$ cat src/rtl/spi_master_engine_pkg.sv
// Shared definitions for the SPI master shift engine: word/select widths,
// FSM state encoding and the chip-select decode helper.
package spi_master_engine_pkg;

    localparam int SPI_WORD_W = 32;
    localparam int CS_COUNT   = 4;
    localparam int SEL_W      = $clog2(CS_COUNT);
    localparam int BIT_CNT_W  = 6;

    typedef enum logic [2:0] {
        ST_IDLE  = 3'd0,
        ST_SETUP = 3'd1,
        ST_SHIFT = 3'd2,
        ST_HOLD  = 3'd3,
        ST_DONE  = 3'd4
    } state_e;

    // One-hot-low chip select for the given index.
    function automatic logic [CS_COUNT-1:0] cs_decode(input logic [SEL_W-1:0] sel);
        logic [CS_COUNT-1:0] cs_n;
        cs_n      = '1;
        cs_n[sel] = 1'b0;
        return cs_n;
    endfunction

endpackage

$ cat src/rtl/spi_master_engine_if.sv
// Register-slave side bus of the SPI engine: TX word, start, select in;
// RX word, done and busy out.
interface spi_master_engine_if;
    import spi_master_engine_pkg::*;

    logic [SPI_WORD_W-1:0] spi_dat_i;
    logic                  spi_start_i;
    logic [SEL_W-1:0]      spi_sel_i;
    logic [SPI_WORD_W-1:0] spi_dat_o;
    logic                  spi_done_o;
    logic                  busy_o;

    modport master (
        input  spi_dat_i, spi_start_i, spi_sel_i,
        output spi_dat_o, spi_done_o, busy_o
    );

    modport slave (
        output spi_dat_i, spi_start_i, spi_sel_i,
        input  spi_dat_o, spi_done_o, busy_o
    );

endinterface

$ cat src/rtl/spi_master_engine_sclk_gen.sv
// SCLK generator: half-period divider that toggles SCLK while enabled and
// flags the clk_i edge on which SCLK rises or falls.
module spi_master_engine_sclk_gen #(
    parameter int CLK_DIV = 2
) (
    input  logic clk_i,
    input  logic reset_n_i,
    input  logic en_i,
    output logic sclk_o,
    output logic rise_tick_o,
    output logic fall_tick_o
);

    localparam int            DW       = $clog2(CLK_DIV + 1);
    localparam logic [DW-1:0] DIV_LAST = DW'(CLK_DIV - 1);

    logic [DW-1:0] div_q, div_d;
    logic          sclk_q, sclk_d;
    logic          wrap;

    // Disabled: divider and SCLK are parked at zero so each SHIFT starts with a full low half.
    always_comb begin
        wrap   = en_i && (div_q == DIV_LAST);
        div_d  = '0;
        sclk_d = 1'b0;
        if (en_i) begin
            div_d  = wrap ? '0 : div_q + DW'(1);
            sclk_d = wrap ? ~sclk_q : sclk_q;
        end
    end

    always_ff @(posedge clk_i or negedge reset_n_i) begin
        if (!reset_n_i) begin
            div_q  <= '0;
            sclk_q <= 1'b0;
        end else begin
            div_q  <= div_d;
            sclk_q <= sclk_d;
        end
    end

    assign sclk_o      = sclk_q;
    assign rise_tick_o = wrap & ~sclk_q;
    assign fall_tick_o = wrap &  sclk_q;

endmodule

$ cat src/rtl/spi_master_engine.sv
// SPI mode-0 master: one 32-bit MSB-first full-duplex transfer per rising
// edge of start, with SETUP/HOLD chip-select guard times of CLK_DIV cycles.
module spi_master_engine
    import spi_master_engine_pkg::*;
#(
    parameter int CLK_DIV = 2
) (
    input  logic                clk_i,
    input  logic                reset_n_i,
    spi_master_engine_if.master bus,
    output logic                sclk_o,
    output logic                mosi_o,
    input  logic                miso_i,
    output logic [CS_COUNT-1:0] cs_n_o
);

    localparam int            DW       = $clog2(CLK_DIV + 1);
    localparam logic [DW-1:0] CNT_LAST = DW'(CLK_DIV - 1);

    state_e                state_q, state_d;
    logic                  start_q;
    logic                  start_rise;
    logic [SPI_WORD_W-1:0] tx_sr_q, tx_sr_d;
    logic [SPI_WORD_W-1:0] rx_sr_q, rx_sr_d;
    logic [SPI_WORD_W-1:0] rx_word_q, rx_word_d;
    logic [SEL_W-1:0]      sel_q, sel_d;
    logic [BIT_CNT_W-1:0]  bit_cnt_q, bit_cnt_d;
    logic [DW-1:0]         cnt_q, cnt_d;
    logic [CS_COUNT-1:0]   cs_n_q, cs_n_d;
    logic                  busy_q, busy_d;
    logic                  done_q, done_d;
    logic                  active_d;
    logic                  shift_en;
    logic                  rise_tick;
    logic                  fall_tick;

    assign start_rise = bus.spi_start_i & ~start_q;
    assign shift_en   = (state_q == ST_SHIFT);

    spi_master_engine_sclk_gen #(
        .CLK_DIV (CLK_DIV)
    ) u_sclk_gen (
        .clk_i       (clk_i),
        .reset_n_i   (reset_n_i),
        .en_i        (shift_en),
        .sclk_o      (sclk_o),
        .rise_tick_o (rise_tick),
        .fall_tick_o (fall_tick)
    );

    always_comb begin
        state_d   = state_q;
        tx_sr_d   = tx_sr_q;
        rx_sr_d   = rx_sr_q;
        rx_word_d = rx_word_q;
        sel_d     = sel_q;
        bit_cnt_d = bit_cnt_q;
        cnt_d     = '0;

        unique case (state_q)
            ST_IDLE: begin
                if (start_rise) begin
                    tx_sr_d = bus.spi_dat_i;
                    sel_d   = bus.spi_sel_i;
                    state_d = ST_SETUP;
                end
            end
            ST_SETUP: begin
                bit_cnt_d = '0;
                if (cnt_q == CNT_LAST) begin
                    state_d = ST_SHIFT;
                end else begin
                    cnt_d = cnt_q + DW'(1);
                end
            end
            ST_SHIFT: begin
                if (rise_tick) begin
                    rx_sr_d = {rx_sr_q[SPI_WORD_W-2:0], miso_i};
                end
                if (fall_tick) begin
                    tx_sr_d   = {tx_sr_q[SPI_WORD_W-2:0], 1'b0};
                    bit_cnt_d = bit_cnt_q + BIT_CNT_W'(1);
                    if (bit_cnt_q == BIT_CNT_W'(SPI_WORD_W - 1)) begin
                        state_d = ST_HOLD;
                    end
                end
            end
            ST_HOLD: begin
                if (cnt_q == CNT_LAST) begin
                    rx_word_d = rx_sr_q;
                    state_d   = ST_DONE;
                end else begin
                    cnt_d = cnt_q + DW'(1);
                end
            end
            ST_DONE: begin
                if (!bus.spi_start_i) begin
                    state_d = ST_IDLE;
                end
            end
            default: state_d = ST_IDLE;
        endcase

        // Outputs are registered from the next state so cs_n/busy/done never glitch.
        active_d = (state_d == ST_SETUP) || (state_d == ST_SHIFT) || (state_d == ST_HOLD);
        busy_d   = active_d;
        cs_n_d   = active_d ? cs_decode(sel_d) : '1;
        done_d   = (state_d == ST_DONE);
    end

    always_ff @(posedge clk_i or negedge reset_n_i) begin
        if (!reset_n_i) begin
            state_q   <= ST_IDLE;
            start_q   <= 1'b0;
            tx_sr_q   <= '0;
            rx_sr_q   <= '0;
            rx_word_q <= '0;
            sel_q     <= '0;
            bit_cnt_q <= '0;
            cnt_q     <= '0;
            cs_n_q    <= '1;
            busy_q    <= 1'b0;
            done_q    <= 1'b0;
        end else begin
            state_q   <= state_d;
            start_q   <= bus.spi_start_i;
            tx_sr_q   <= tx_sr_d;
            rx_sr_q   <= rx_sr_d;
            rx_word_q <= rx_word_d;
            sel_q     <= sel_d;
            bit_cnt_q <= bit_cnt_d;
            cnt_q     <= cnt_d;
            cs_n_q    <= cs_n_d;
            busy_q    <= busy_d;
            done_q    <= done_d;
        end
    end

    assign mosi_o         = tx_sr_q[SPI_WORD_W-1];
    assign cs_n_o         = cs_n_q;
    assign bus.spi_dat_o  = rx_word_q;
    assign bus.spi_done_o = done_q;
    assign bus.busy_o     = busy_q;

endmodule
$ cat src/flat_wrapper.sv
// flat-port wrapper written by rule: the top's interface ports become plain ports
module spi_master_engine_flat import spi_master_engine_pkg::*;
#(
    parameter int CLK_DIV = 2
)
  (clk_i, reset_n_i, sclk_o, mosi_o, miso_i, cs_n_o, bus_spi_dat_i, bus_spi_start_i, bus_spi_sel_i, bus_spi_dat_o, bus_spi_done_o, bus_busy_o);
  spi_master_engine_if bus_i ();
  input  logic clk_i;
  input  logic reset_n_i;
  output logic sclk_o;
  output logic mosi_o;
  input  logic miso_i;
  output logic [CS_COUNT-1:0] cs_n_o;
  input wire logic [$bits(bus_i.spi_dat_i)-1:0] bus_spi_dat_i;
  input wire logic [$bits(bus_i.spi_start_i)-1:0] bus_spi_start_i;
  input wire logic [$bits(bus_i.spi_sel_i)-1:0] bus_spi_sel_i;
  output wire logic [$bits(bus_i.spi_dat_o)-1:0] bus_spi_dat_o;
  output wire logic [$bits(bus_i.spi_done_o)-1:0] bus_spi_done_o;
  output wire logic [$bits(bus_i.busy_o)-1:0] bus_busy_o;
  assign bus_i.spi_dat_i = bus_spi_dat_i;
  assign bus_i.spi_start_i = bus_spi_start_i;
  assign bus_i.spi_sel_i = bus_spi_sel_i;
  assign bus_spi_dat_o = bus_i.spi_dat_o;
  assign bus_spi_done_o = bus_i.spi_done_o;
  assign bus_busy_o = bus_i.busy_o;
  spi_master_engine #(.CLK_DIV(CLK_DIV)) u_core (.clk_i(clk_i), .reset_n_i(reset_n_i), .bus(bus_i), .sclk_o(sclk_o), .mosi_o(mosi_o), .miso_i(miso_i), .cs_n_o(cs_n_o));
endmodule
$ cat config.mk
export PLATFORM = sky130hd
export DESIGN_NAME = spi_master_engine_flat
export DESIGN_NICKNAME = d
export VERILOG_FILES = /design/src/rtl/spi_master_engine_pkg.sv /design/src/rtl/spi_master_engine_if.sv /design/src/rtl/spi_master_engine_sclk_gen.sv /design/src/rtl/spi_master_engine.sv /design/src/flat_wrapper.sv
export SDC_FILE = /design/constraint.sdc
export NUM_CORES = 1
export LEC_CHECK = 0
export BUFFER_PORTS_ARGS = -buffer_cell sky130_fd_sc_hd__clkbuf_2
export CORE_ASPECT_RATIO = 1.5
export CORE_MARGIN = 5
export CORE_UTILIZATION = 39
export CTS_CLUSTER_DIAMETER = 40
export DETAILED_ROUTE_END_ITERATION = 10
export HOLD_SLACK_MARGIN = 0.03
export PLACE_DENSITY = 0.67
export SLEW_MARGIN = 20
export SYNTH_ARGS = -nofsm -noshare
export SYNTH_HDL_FRONTEND = slang
export SYNTH_SLANG_ARGS = --single-unit
$ cat constraint.sdc
create_clock -name clk_i -period 2.1 [get_ports clk_i]
set_input_delay 0.315 -clock clk_i [delete_from_list [all_inputs] [get_ports clk_i]]
set_output_delay 0.315 -clock clk_i [all_outputs]
set_load 0.05 [all_outputs]
==> run metrics <==
syn nets=426; per-cell routed wire length=14.43 um; hold slack=154.7 ps; minimum clock period=1961 ps; Final Setup Violations=0; status=finished, final reports clean; Clock Latency Late Sink=400 ps; core footprint=12390 um2; RSZ-0062 raised after global routing=no; synthesized instance count=387; Worst slew margin=67.76%; H-Tree Depth=4; Clock Path Buffers=2; register bit total from synthesis=119; CTS tree=built; sum of negative setup slack=0 ps; Placed Area=5537 um2; final WL=9278 um; design area=6158 um2; CTS root buf=clkbuf_16; worst clock skew=6.209 ps; DRC viols=0; number of global-route vias before repair=3358; fraction of layout cells with a size suffix above 1=44.56%; Routed Antenna Nets=0; die height=147.2 um; post-CTS resize count=0; # IOs=78; antenna cells=0; Chip Width=101.5 um; GRT Resource Usage Total=13.49%; Placed Cells=611; max-slew violations=0; initial drt markers=61; CTS sink count=119; initial antenna violation count=0; Yosys cell types=33; total gr overflow=0; required time worst endpoint=2380 ps; FMAX=0.5100 GHz; Num CTS Buffers=17; largest net degree at the start of global routing=51; Layout Area Growth over Synthesis=25.79%; fin crit share=93.37%; detailed placement HPWL=6178 um; Initial Util=39.53%; vias per cell=4.784; DRT Pass-1 Iters=4; most common cell after layout, fill and taps aside=dfrtp_1; Reg2Reg Setup Slack=280 ps; HP Class=input pin to register; Peak VDD IR=0.6053 mV; routed vias=3076; CP Launch Type=input pin; global-route wire length before repair=15950 um; Nets=515; max-cap violations=0; Worst-path clk slew=50 ps; Worst Path Max Fanout=32; final cell count without fillers=643; WS Path Type=input pin to register; CP arrival=2240 ps; FP Rows=50; Syn. warnings=0; pwr dens=872.1 nW/um2; syn avg cell area=12.65 um2; slew at the pin closest to its max-slew limit=483.7 ps; CP Capture Type=register; die area=14940 um2; Finished Core Util=49.72%; # port buffers=77; Mapped Area=4896 um2; GPL Wtd Cong=0.7943; Leakage=3.103 nW; most frequent cells in the layout=dfrtp_1 (115), nand2_1 (96), mux2_2 (96); Final Hold Vio Count=0; sequential fraction of the synthesis area=60.93%
-- registers in the layout, summed over array words and instances, names as in the netlist --
signal,cells
u_core.tx_sr_q,32
u_core.u_sclk_gen.div_q,2
u_core.u_sclk_gen.sclk_o,1
u_core.cs_n_o,4
u_core.sel_q,2
u_core.state_q,3
u_core.bus.spi_dat_o,32
u_core.bit_cnt_q,6
u_core.rx_sr_q,32
u_core.bus.spi_done_o,1
u_core.start_q,1
u_core.bus.busy_o,1
u_core.cnt_q,2
-- power breakdown --
group	internal (mW)	switching, mW
clock	2.00	0.951
combinational	0.0449	0.0578
sequential	2.31	0.00960
-- metal layers --
| layer | vias up | track usage, % | share of wire, % |
|---|---|---|---|
| li1 | 1481 | - | - |
| met1 | 1507 | 16.47 | 43 |
| met2 | 77 | 21.43 | 49 |
| met3 | 11 | 4.703 | 7.3 |
| met4 | 0 | 5.788 | 1.1 |
| met5 | - | 0 | 0 |
-- worst paths after layout --
path | start | endpoint | cells past startpoint
hold / removal | miso_i | u_core.rx_sr_q[0]$_DFFE_PN0P_ | 2
setup reg to reg | u_core.state_q[1]$_DFF_PN0_ | u_core.tx_sr_q[10]$_DFFE_PN0P_ | 5
setup / recovery | bus_spi_start_i | u_core.tx_sr_q[10]$_DFFE_PN0P_ | 7
min in group asynchronous | reset_n_i | u_core.tx_sr_q[10]$_DFFE_PN0P_ | 2
hold reg to reg | u_core.cnt_q[0]$_DFF_PN0_ | u_core.cnt_q[0]$_DFF_PN0_ | 1
max in group asynchronous | reset_n_i | u_core.bus.spi_dat_o[4]$_DFFE_PN0P_ | 3
-- synthesized netlist by cell type, drive strengths merged --
cell     instances  area, um2
dfrtp          115       2878
mux2            96       1081
nand2           96      360.4
buf             10      61.30
nor2             9      33.78
clkbuf           8      30.03
nand3            8      40.04
dfstp            4      105.1
inv              4      15.01
o21ai            4      20.02
xnor2            4      35.03
mux2i            3      30.03
nand3b           3      22.52
nor2b            3      18.77
nor3b            3      32.53
a21o             2      15.01
nor3             2      10.01
a21oi            1      5.000
and2             1      6.260
and3             1      6.260
ha               1      12.51
nand2b           1      6.260
nand4b           1      8.760
nor4             1      6.260
o2111ai          1      15.01
o22ai            1      6.260
or3              1      6.260
or3b             1      8.760
or4              1      11.26
xor2             1      8.760
-- logic make-up after synthesis --
family,Yosys count,share of synthesized area (%)
AND/OR/NAND/NOR,132,11.81
adder cells (fa/ha/maj),1,0.2555
multiplexers,99,22.69
AO/OA/AOI/OAI,9,1.252
flip-flops,119,60.93
buffers and inverters,22,2.172
XOR/XNOR,5,0.8944
-- what timing repair did --
action | CTS | global route
endpoints found under the hold margin | 33 | 0
setup buffers | 0 | 0
hold buffers | 2 | 0
-- cell type report --
| cell class | count | area, um2 |
|---|---|---|
| clock buffer | 21 | 450.4 |
| timing repair buffer | 88 | 550.5 |
| sequential | 119 | 2983 |
| multi-input combinational | 246 | 1813 |
| tap | 156 | 195.2 |
| fill | 1101 | 6228 |
| inverter | 4 | 15.01 |
| clock inverter | 9 | 151.4 |
-- worst max-delay path, stage by stage --
cell	delay, ps
dlygate4sd3_1	570
clkbuf_2	120
nor3b_1	390
nand2_1	130
nand2_1	130
buf_12	210
mux2_2	360
-- through the flow --
step | setup slack, ps | total power [mW]
2_1_floorplan | 287.7 | 2.368
3_3_place_gp | 348.2 | 2.461
3_5_place_dp | 305.3 | 2.462
4_1_cts | 199.5 | 5.456
5_1_grt | 101.5 | 5.594
6_report | 139.1 | 5.371
Power figures use the tool's default switching activity.
